**config.mk**
```make
export PLATFORM = sky130hd
export DESIGN_NAME = pjw_hash_stream
export DESIGN_NICKNAME = d
export VERILOG_FILES = /design/src/rtl/pjw_hash_stream.sv
export SDC_FILE = /design/constraint.sdc
export NUM_CORES = 1
export LEC_CHECK = 0
export BUFFER_PORTS_ARGS = -buffer_cell sky130_fd_sc_hd__buf_2
export CAP_MARGIN = 20
export CORE_UTILIZATION = 55
export CTS_CLUSTER_DIAMETER = 150
export DETAILED_ROUTE_END_ITERATION = 10
export PLACE_DENSITY = 0.75
export SKIP_CTS_REPAIR_TIMING = 1
export SLEW_MARGIN = 20
export SYNTH_ARGS = -nofsm -noshare
export SYNTH_HDL_FRONTEND = slang
export SYNTH_SLANG_ARGS = --single-unit
```
**constraint.sdc**
```tcl
create_clock -name clk -period 3.55 [get_ports clk]
set_input_delay 0 -clock clk [delete_from_list [all_inputs] [get_ports clk]]
set_output_delay 0 -clock clk [all_outputs]
set_load 0.02 [all_outputs]
```
**src/rtl/pjw_hash_stream.sv**
```systemverilog
// Streaming PJW/ELF hash: folds a multi-word byte stream (MSB byte first) one byte
// per cycle behind a Valid/Ready word input and an OutValid/OutReady result output.
module pjw_hash_stream #(
    parameter int DATA_W = 32,
    parameter int HASH_W = 32,
    localparam int NB    = DATA_W / 8,
    localparam int BC_W  = $clog2(NB)
) (
    input  logic              clk,
    input  logic              rst,
    input  logic              Valid,
    input  logic              Last,
    input  logic [BC_W-1:0]   ByteCnt,
    input  logic [DATA_W-1:0] DataIn,
    output logic              Ready,
    output logic              OutValid,
    input  logic              OutReady,
    output logic [HASH_W-1:0] DataOut,
    output logic              Busy
);
    localparam int CW = $clog2(NB + 1);
    localparam int S  = HASH_W / 8;
    localparam int F  = 3 * HASH_W / 4;
    localparam logic [HASH_W-1:0] TOP_MASK = {{S{1'b1}}, {(HASH_W - S){1'b0}}};
    localparam logic [CW-1:0]     NB_C     = CW'(NB);

    typedef enum logic [1:0] {IDLE, HASH, OUT} state_t;

    state_t              state_reg, state_next;
    logic [HASH_W-1:0]   hash_reg, hash_next;
    logic [DATA_W-1:0]   word_reg, word_next;
    logic                last_reg, last_next;
    logic [CW-1:0]       nb_reg, nb_next;
    logic [CW-1:0]       idx_reg, idx_next;
    logic [HASH_W-1:0]   dout_reg, dout_next;
    logic                busy_reg, busy_next;

    logic [HASH_W-1:0]   sum, top_bits, step_hash;
    logic [CW-1:0]       bc_ext;

    // The current byte always sits at the top of word_reg; the word shifts left as bytes are consumed.
    always_comb begin
        sum       = (hash_reg << S) + HASH_W'(word_reg[DATA_W-1 -: 8]);
        top_bits  = sum & TOP_MASK;
        step_hash = sum;
        if (top_bits != '0)
            step_hash = step_hash ^ (top_bits >> F);
        step_hash = step_hash & ~top_bits;
    end

    assign bc_ext = CW'(ByteCnt);

    always_ff @(posedge clk or negedge rst) begin
        if (!rst) begin
            state_reg <= IDLE;
            hash_reg  <= '0;
            word_reg  <= '0;
            last_reg  <= 1'b0;
            nb_reg    <= '0;
            idx_reg   <= '0;
            dout_reg  <= '0;
            busy_reg  <= 1'b0;
        end else begin
            state_reg <= state_next;
            hash_reg  <= hash_next;
            word_reg  <= word_next;
            last_reg  <= last_next;
            nb_reg    <= nb_next;
            idx_reg   <= idx_next;
            dout_reg  <= dout_next;
            busy_reg  <= busy_next;
        end
    end

    always_comb begin
        state_next = state_reg;
        hash_next  = hash_reg;
        word_next  = word_reg;
        last_next  = last_reg;
        nb_next    = nb_reg;
        idx_next   = idx_reg;
        dout_next  = dout_reg;
        busy_next  = busy_reg;
        case (state_reg)
            IDLE: begin
                if (Valid) begin
                    word_next  = DataIn;
                    last_next  = Last;
                    // Out-of-range counts fall back to a full word.
                    nb_next    = (Last && bc_ext != '0 && bc_ext < NB_C) ? bc_ext : NB_C;
                    idx_next   = '0;
                    busy_next  = 1'b1;
                    state_next = HASH;
                end
            end
            HASH: begin
                hash_next = step_hash;
                word_next = word_reg << 8;
                idx_next  = idx_reg + CW'(1);
                if (idx_reg + CW'(1) == nb_reg) begin
                    if (last_reg) begin
                        dout_next  = step_hash;
                        state_next = OUT;
                    end else begin
                        state_next = IDLE;
                    end
                end
            end
            OUT: begin
                if (OutReady) begin
                    hash_next  = '0;
                    busy_next  = 1'b0;
                    state_next = IDLE;
                end
            end
            default: state_next = IDLE;
        endcase
    end

    assign Ready    = (state_reg == IDLE);
    assign OutValid = (state_reg == OUT);
    assign DataOut  = dout_reg;
    assign Busy     = busy_reg;
endmodule

```
* Word level (Yosys, flattened, before mapping)
Index checks and enable logic that the tools add are counted. W data, S select, Z words.
Storage, ports and cells: flip-flop bits (word level) 102, output and inout port bits 35, input port bits 39, logic and storage cells 50
Operators by class: $add $sub $neg 2, muxes and demuxes 16, equality and inequality tests 6, $lt $le $gt $ge 1, reduce and logical (&&, ||, !) cells 14, bitwise operators 3
Operator list (count):
- $mux W32 | 2
- $pmux W32 S2 | 1
- $pmux W28 S2 | 1
- $add A32 B8 Y32 | 1
- $and A32 B32 Y32 | 1
- $not A32 Y32 | 1
- $reduce_bool A32 Y1 | 1
- $xor A32 B8 Y32 | 1
- $mux W28 | 1
- $reduce_and A3 Y1 | 3
- $mux W2 | 4
- $mux W3 | 2
- $pmux W2 S3 | 1
- $pmux W3 S2 | 1
- $reduce_and A2 Y1 | 3
- $reduce_bool A2 Y1 | 3
- $ne A2 B2 Y1 const B | 2
- $add A3 B1 Y3 const B | 1
- $eq A3 B3 Y1 | 1
- $lt A2 B3 Y1 const B | 1
- $reduce_bool A3 Y1 | 1
- $eq A2 B1 Y1 const B | 1
- $eq A2 B2 Y1 const B | 1
- $logic_and A1 B1 Y1 | 2
- 4 further kinds | 5

* Logic depth before layout (Yosys ltp)
Gate-level depths: netlist (run 1).
depth after elaboration 5, gate-level depth with buffers 8, mapped depth without buffers 7

* Least setup slack after synthesis (run 1)
Ideal clock, no wire load.
path kind reg2reg, start reg hash_reg[0], end reg dout_reg[24] (netlist: DataOut[24]), arrival 1862 ps, path buffers 1, required time 3424 ps, cell stages (with the launch flop) 9, period minus slack after synthesis 1988 ps, path slack 1562 ps, library setup time 126 ps, path through dfrtp_1 -> ha_1 -> fa_1 -> a211oi_1 -> nor2_1 -> clkbuf_1 -> nand3_1 -> xor2_1 -> a21oi_1
Between the ends: word-level cells in the longest chain between the ends 4, elaborated cells between the ends (all ways) 5, classes of those cells 1 x add/sub; 1 x mux; 2 x bitwise; 1 x reduce/logical
Ends and longest elaborated chain:
- start: declaration | line 30 | logic [HASH_W-1:0] hash_reg, hash_next;
- start signal: assignment | line 65 | hash_reg <= hash_next;
- $add A32 B8 Y32 * | line 43 | sum = (hash_reg << S) + HASH_W'(word_reg[DATA_W-1 -: 8]);
- $reduce_bool A32 Y1 / $xor A32 B8 Y32 (equally long branches) | line 46, 47
- $mux W32 * | line 46 | if (top_bits != '0)
- $and A32 B32 Y32 * | line 48 | step_hash = step_hash & ~top_bits;
- end signal: assignment | line 70 | dout_reg <= dout_next;
- end: declaration | line 35 | logic [HASH_W-1:0] dout_reg, dout_next;
Every way passes the cells marked *; elsewhere a longest branch is shown, timed or not. A chain may end at the register's enable or synchronous reset.

* Final worst setup path (run 1)
start reg hash_reg[0], end reg hash_reg[12]
Between the ends: word-level cells in the longest chain between the ends 5, elaborated cells between the ends (all ways) 6, classes of those cells 1 x add/sub; 2 x mux; 2 x bitwise; 1 x reduce/logical
Ends and longest elaborated chain:
- $add A32 B8 Y32 * | line 43
- $reduce_bool A32 Y1 / $xor A32 B8 Y32 (equally long branches) | line 46, 47
- $mux W32 * | line 46
- $and A32 B32 Y32 * | line 48
- $pmux W28 S2 * | line 84 | case (state_reg)
Marks and branches as above.

==> metrics.log, run 1 <==
[metrics] vias in the first global route: about 3,300
[metrics] cell area after synthesis: 0.00447 mm2
[metrics] parity-gate share of the synthesized area counting xor and xnor cells: 6.47%
[metrics] clock insertion delay at the later pin of the skew report: ~0.36 ns
[metrics] mean post-synth cell area: between 10 and 15 um2
[metrics] reg2reg path depth: 7
[metrics] adder-cell share of the synthesized area: around 1.8%
[metrics] number of pins with negative max-slew slack in the final report: 0
[metrics] unrepaired setup endpoints after global routing: false
[metrics] remaining antenna violation count after routing: 0
[metrics] grt total ovfl: 0
[metrics] most common flop cell mapped by yosys: sky130_fd_sc_hd__dfrtp_1
[metrics] flops & latches, synth: 98
[metrics] Worst-Margin Slew: 0.873 ns
[metrics] number of buffers inserted by port buffering: 69
[metrics] worst slack on hold paths: -0.0525 ns
[metrics] # Max-Cap Violations: 0
[metrics] cell depth of the worst hold path: 3
[metrics] Worst Path Arrival: 2.47 ns
[metrics] final-layout setup total negative slack: 0 ns
[metrics] H-tree level count: 3
[metrics] number of rows in the core area: 32
[metrics] area of placed instances: ~0.0049 mm2
[metrics] final RePlAce weighted congestion: ~0.81
[metrics] Worst Hold Class: in2reg
[metrics] part of the cycle the worst path needs: a little under two thirds
[metrics] asr flop ratio synth: 100%
[metrics] data required time of the critical path: between 3 and 4 ns
[metrics] ports placed on the boundary: 74
[metrics] sequential share of the synthesized area: a little over half
[metrics] width of the die: ~92 um
[metrics] start-to-end type of the worst setup path: reg2reg
[metrics] Longest Clk Path Bufs: 2
[metrics] Worst IR Drop VDD: around 0.00058 V
[metrics] count of different cell masters after synthesis: 38
[metrics] Die Ht: slightly above 90 um
[metrics] pin count of the biggest net entering global routing: between 70 and 80
[metrics] main combinational cell family by area after synthesis: simple AND/OR/NAND/NOR gates
[metrics] routed wire length: roughly 9.7 mm
[metrics] setup violation total in the final timing report: 0
[metrics] Total Routing Usage GR: a little under a quarter
[metrics] number of antenna violations at the first check in global routing: 0
[metrics] Vias/cell: around 5.4
[metrics] Total Nets Final: 571
[metrics] Leakage Power: between 0.002 and 0.003 uW
[metrics] synthesized-area fraction occupied by ao, oa, aoi and oai cells: approximately an eighth
[metrics] Critical Path Sink Type: flop
[metrics] violated checks: negative hold slack
[metrics] area growth from synthesis to final layout: 22.9%
[metrics] minimum clock period: 2.26 ns
[metrics] number of DRC markers after the initial detailed-route iteration: ~200
[metrics] Clk pin slew, worst setup/hold paths: around 0.10 ns
[metrics] Hold Fails Final Rpt: 3
[metrics] initial core utilization: a little under three fifths
[metrics] total number of vias: 3,406
[metrics] result of the run: finished, violations left
[metrics] simple-gate area share of the yosys netlist: a little over an eighth
[metrics] detailed-route wire length per cell: 15.3 um
[metrics] fmax: about 440 MHz
[metrics] power density of the placed cells: approximately 940 mW/mm2
[metrics] cell count after synthesis: 427
[metrics] first-pass GRT wire length: around 15 mm
[metrics] number of buffers inserted during clock tree synthesis: 9
[metrics] Post-synth EDFFs: 0
[metrics] count of yosys warnings during synthesis: 0
[metrics] multiplexer share of the synthesized area: 7.58%
[metrics] Die Footprint: about 0.0085 mm2
[metrics] DR pass1 iterations: 4
[metrics] area of the core: 0.00781 mm2
[metrics] flip-flop count of the largest register after layout: 32
[metrics] Clock Root Buffer: sky130_fd_sc_hd__clkbuf_8
[metrics] maximum fanout count along the critical path: 12
[metrics] Worst Clk Skew: 0.00990 ns
[metrics] Rel. slew slack: between 40% and 50%
[metrics] crit start category: flop
[metrics] Antenna Diode Count: 0
[metrics] CTS sink cnt: 98
[metrics] fraction of final layout cells sized beyond drive strength 1: between 10% and 20%
[metrics] summed area of non-filler cells in the final layout: between 0.005 and 0.006 mm2
[metrics] number of remaining DRC errors: 0
[metrics] HPWL Detailed: around 6.0 mm
[metrics] TritonCTS clock tree: yes
[cells in the mapped netlist, drive strengths merged (2+ instances only)]
master	n	share of area, %
a211oi	2	0.34
a21oi	22	2.5
a22o	16	3.1
and2	3	0.42
and3	4	0.56
and4	2	0.42
buf	12	1.6
clkbuf	14	1.2
dfrtp	98	55
ha	5	1.4
inv	5	0.42
mux2	7	1.8
mux2i	26	5.8
nand2	66	5.5
nand2b	2	0.28
nand3	11	1.2
nand4	11	1.7
nor2	24	2.0
nor2b	2	0.28
o21ai	50	5.6
o21bai	2	0.34
xnor2	14	2.7
xor2	19	3.7
[placed cells by master (no fill, tap or decap), drive strengths merged]
cell / instances
buf: 75
and4: 2
bufinv: 1
clkbuf: 10
nor2: 24
mux2: 7
ha: 5
inv: 7
nand3: 11
a211oi: 2
a21boi: 1
nand4: 11
mux2i: 26
fa: 1
o21bai: 2
nor4: 1
a22o: 16
conb: 4
dfrtp: 98
o21ai: 50
nand2b: 2
o211ai: 1
clkinvlp: 3
and3: 4
nor3: 1
dlygate4sd3: 36
nand2: 66
or4b: 1
a21oi: 22
a21o: 1
nor2b: 2
o21a: 1
xnor2: 14
and2: 3
xor2: 19
o22ai: 1
[area by class of cell]
type | count | area, um2
clock buffers | 10 | 138
clock inverters | 6 | 72.6
fillers | 592 | 2310
inverters | 5 | 18.8
multi-input cells | 301 | 1910
flip-flops and latches | 98 | 2450
well taps | 102 | 128
repair buffers | 111 | 773
[final timing paths]
check,from,end,slack (ns)
worst max-delay path,hash_reg[0],hash_reg[12],1.29
worst min-delay path,DataIn[16],word_reg[16],-0.05
worst max register to register,hash_reg[0],hash_reg[12],1.29
worst min register to register,word_reg[12],word_reg[12],0.49
max in group asynchronous,rst,hash_reg[9],2.34
min in group asynchronous,rst,DataOut[5],0.28
[critical path: stages (launching register included)]
cell and delay [ns]:
sky130_fd_sc_hd__dfrtp_1 0.39, sky130_fd_sc_hd__ha_1 0.22, sky130_fd_sc_hd__fa_1 0.43, sky130_fd_sc_hd__a211oi_1 0.27, sky130_fd_sc_hd__nor2_1 0.24, sky130_fd_sc_hd__and4_2 0.31
sky130_fd_sc_hd__xnor2_1 0.17, sky130_fd_sc_hd__o21ai_0 0.09
[kinds of logic (layout without fill, tap and decap cells)]
| group | count (synthesis) | in the layout |
|---|---|---|
| other cells | 1 | 4 |
| simple gates | 128 | 128 |
| mux | 33 | 33 |
| buf+inv | 31 | 132 |
| xor+xnor | 33 | 33 |
| flops | 98 | 98 |
| compound gates | 97 | 97 |
| fa+ha+maj | 6 | 6 |
[metal layers]
layer,track usage [%],vias up,share of wire [%]
li1,-,1671,-
met1,31.6,1631,44
met2,37.1,92,50
met3,4.31,12,4.5
met4,8.72,0,1.4
met5,0,-,0
[where the power goes]
part	internal (uW)	switching, uW
Sequential	1630	391
Clock	352	403
Combinational	997	1390
Total	2980	2190
[metrics by stage]
step                worst slack [ns]  std cells  total power, uW  hold slack (ns)  util [%]
CTS                             1.29        596             5110           -0.222      65.4
finish                          1.29        633             5170          -0.0525      70.4
global route                    1.07        633             5580          -0.0207      70.4
floorplan                       1.56        430             3700           -0.296         -
global placement                1.35        580             4260            0.168      62.7
detailed placement              1.30        580             4350            0.179      62.7
(Power assumes the default switching activity.)
==> run 2, diff against run 1 <==
--- a/config.mk
+++ b/config.mk
@@ -7,10 +7,10 @@
 export LEC_CHECK = 0
 export BUFFER_PORTS_ARGS = -buffer_cell sky130_fd_sc_hd__buf_2
 export CAP_MARGIN = 20
-export CORE_UTILIZATION = 55
+export CORE_UTILIZATION = 51
 export CTS_CLUSTER_DIAMETER = 150
 export DETAILED_ROUTE_END_ITERATION = 10
-export PLACE_DENSITY = 0.75
+export PLACE_DENSITY = 0.73
 export SKIP_CTS_REPAIR_TIMING = 1
 export SLEW_MARGIN = 20
 export SYNTH_ARGS = -nofsm -noshare
==> constraint.sdc (replaced) <==
create_clock -name clk -period 2 [get_ports clk]
set_input_delay 0 -clock clk [delete_from_list [all_inputs] [get_ports clk]]
set_output_delay 0 -clock clk [all_outputs]
set_load 0.02 [all_outputs]
==> run 2 against run 1 <==
  * The run still ends with negative hold slack left
  * Combinational power up 98%
  * Design area up 5.0%
  * Clock skew rose by 0.0065 ns
  * Via count grew 2.9%
  * Sequential cell count stayed put
  * Critical endpoint is now hash_reg[14]
==> metrics.log, run 2 (synthesis results as in run 1) <==
[metrics] width of the die: approximately 96 um
[metrics] detailed-route wire length per cell: between 15 and 20 um
[metrics] DR pass1 iterations: 4
[metrics] total number of vias: around 3,500
[metrics] CTS sink cnt: 98
[metrics] unrepaired setup endpoints after global routing: true
[metrics] Die Footprint: ~0.0091 mm2
[metrics] Cell Int Power: 5680 uW
[metrics] HPWL Detailed: around 6.4 mm
[metrics] minimum clock period: around 2.0 ns
[metrics] Filler cells: around 630
[metrics] commonest non-fill, non-tap cell in the layout: sky130_fd_sc_hd__dfrtp_1
[metrics] Hold Fails Final Rpt: 2
[metrics] result of the run: finished, violations left
[metrics] final-layout setup total negative slack: 0 ns
[metrics] power spent charging and discharging nets: ~4000 uW
[metrics] GRT met1 Usage: about 30%
[metrics] remaining antenna violation count after routing: 0
[metrics] Total Nets Final: 588
[metrics] flip-flop count of the largest register after layout: 32
[metrics] final RePlAce weighted congestion: ~0.85
[metrics] vias in the first global route: about 3,200
[metrics] grt total ovfl: 0
[metrics] sw frac: approximately two fifths
[metrics] Clk pin slew, worst setup/hold paths: approximately 0.09 ns
[metrics] pin count of the biggest net entering global routing: 57
[metrics] proportion of power drawn by the clock network: 14.4%
[metrics] number of DRC markers after the initial detailed-route iteration: 181
[metrics] Worst IR Drop VDD: around 0.001 V
[metrics] number of buffers inserted by port buffering: 69
[metrics] Total Routing Usage GR: 21.9%
[metrics] fmax: about 510 MHz
[metrics] most used cells in the layout excluding fill and tap cells: sky130_fd_sc_hd__dfrtp_1 (98), sky130_fd_sc_hd__buf_2 (68), sky130_fd_sc_hd__nand2_1 (66)
[metrics] share of power burned in combinational logic: roughly 48%
[metrics] Vias/cell: around 5.4
[metrics] gr busiest metal: met2
[metrics] Worst Clk Skew: 0.0164 ns
[metrics] sequential cell fraction of total power: about 37%
[metrics] pre-CTS setup slack: -0.0642 ns
[metrics] Leakage Power: approximately 0.0027 uW
[metrics] area of the core: 0.00834 mm2
[metrics] routed wire length: ~10 mm
[metrics] area growth from synthesis to final layout: 29.1%
[metrics] violated checks: negative hold slack
[metrics] fin worst setup slack: ~0.041 ns
[metrics] number of rows in the core area: 33
[metrics] Die Ht: around 96 um
[metrics] H-tree level count: 3
[metrics] ports placed on the boundary: 74
[metrics] start-to-end type of the worst setup path: reg2reg
[metrics] part of the cycle the worst path needs: approximately 100%
[metrics] Final Total Pwr: 9770 uW
[metrics] power density of the placed cells: ~1700 mW/mm2
[metrics] TritonCTS clock tree: yes
[metrics] clock insertion delay at the later pin of the skew report: around 0.37 ns
[metrics] Worst Hold Class: in2reg
[metrics] Critical Path Sink Type: flop
[metrics] crit start category: flop
[metrics] maximum fanout count along the critical path: 4
[metrics] number of remaining DRC errors: 0
[metrics] number of antenna violations at the first check in global routing: 0
[metrics] number of buffers inserted during clock tree synthesis: 9
[metrics] Longest Clk Path Bufs: 2
[metrics] data required time of the critical path: 2.22 ns
[metrics] multi-input gate area in the final layout: 0.00201 mm2
[metrics] Antenna Diode Count: 0
[metrics] worst slack on hold paths: -0.0764 ns
[metrics] # Max-Cap Violations: 0
[metrics] Sequential Area: about 0.0025 mm2
[metrics] number of pins with negative max-slew slack in the final report: 0
[metrics] fraction of met3 tracks used by global routing: 3.67%
[metrics] initial core utilization: between 50% and 60%
[metrics] fraction of final layout cells sized beyond drive strength 1: 24.9%
[metrics] Worst Path Arrival: between 2 and 2.5 ns
[metrics] setup violation total in the final timing report: 0
[metrics] first-pass GRT wire length: between 15 and 20 mm
[metrics] met2 Track Usage GR: between 30% and 40%
[metrics] Clock Root Buffer: sky130_fd_sc_hd__clkbuf_8
## run 2: power groups by stage
| stage | sequential (uW) | clock, uW | combinational, uW |
|---|---|---|---|
| 6_report | 3630 | 1410 | 4730 |
| 5_1_grt | 3760 | 1510 | 5250 |
| 4_1_cts | 3590 | 1440 | 4410 |
| 3_5_place_dp | 3620 | 0 | 4390 |
| 3_3_place_gp | 3580 | 0 | 4260 |
| 2_1_floorplan | 3790 | 0 | 2770 |
## run 2: worst paths after layout
check	start	endpoint	slack, ns	cells after the start
max in group asynchronous	rst	hash_reg[20]	1.16	3
min reg2reg	word_reg[15]	word_reg[15]	0.49	2
max	hash_reg[0]	hash_reg[14]	0.04	8
min	DataIn[8]	word_reg[8]	-0.08	3
min in group asynchronous	rst	DataOut[1]	0.13	2
max reg2reg	hash_reg[0]	hash_reg[14]	0.04	8
## run 2: layout make-up
| cell class | count | share of cell area (%) |
|---|---|---|
| Inverter | 5 | 0.325 |
| Sequential cell | 98 | 42.5 |
| Clock inverter | 6 | 1.56 |
| Timing Repair Buffer | 128 | 16.3 |
| Clock buffer | 9 | 2.15 |
| Tap cell | 105 | 2.28 |
| Multi-Input combinational cell | 301 | 34.8 |
## run 2: worst max-delay path: stages, from the launching register on
cell	delay [ns]
sky130_fd_sc_hd__dfrtp_1	0.40
sky130_fd_sc_hd__ha_2	0.20
sky130_fd_sc_hd__fa_2	0.35
sky130_fd_sc_hd__a211oi_2	0.24
sky130_fd_sc_hd__nor2_2	0.10
sky130_fd_sc_hd__buf_4	0.15
sky130_fd_sc_hd__nand3_1	0.09
sky130_fd_sc_hd__xor2_1	0.18
sky130_fd_sc_hd__o21ai_0	0.10
## run 2: layer usage
layer	routed length, um	share of wire (%)
met5	0	0
met2	5250	51
met1	4620	45
met3	334	3.2
met4	116	1.1
## run 2: stage by stage
stage | util, % | instances | hold WS [ns] | instance area, um2
after floorplan | - | 430 | -0.296 | 4480
after global placement | 60.6 | 599 | -0.0104 | 5060
after detailed placement | 60.6 | 599 | -0.000495 | 5060
after CTS | 63.2 | 614 | -0.410 | 5270
after global routing | 69.2 | 652 | -0.0339 | 5770
final | 69.2 | 652 | -0.0764 | 5770
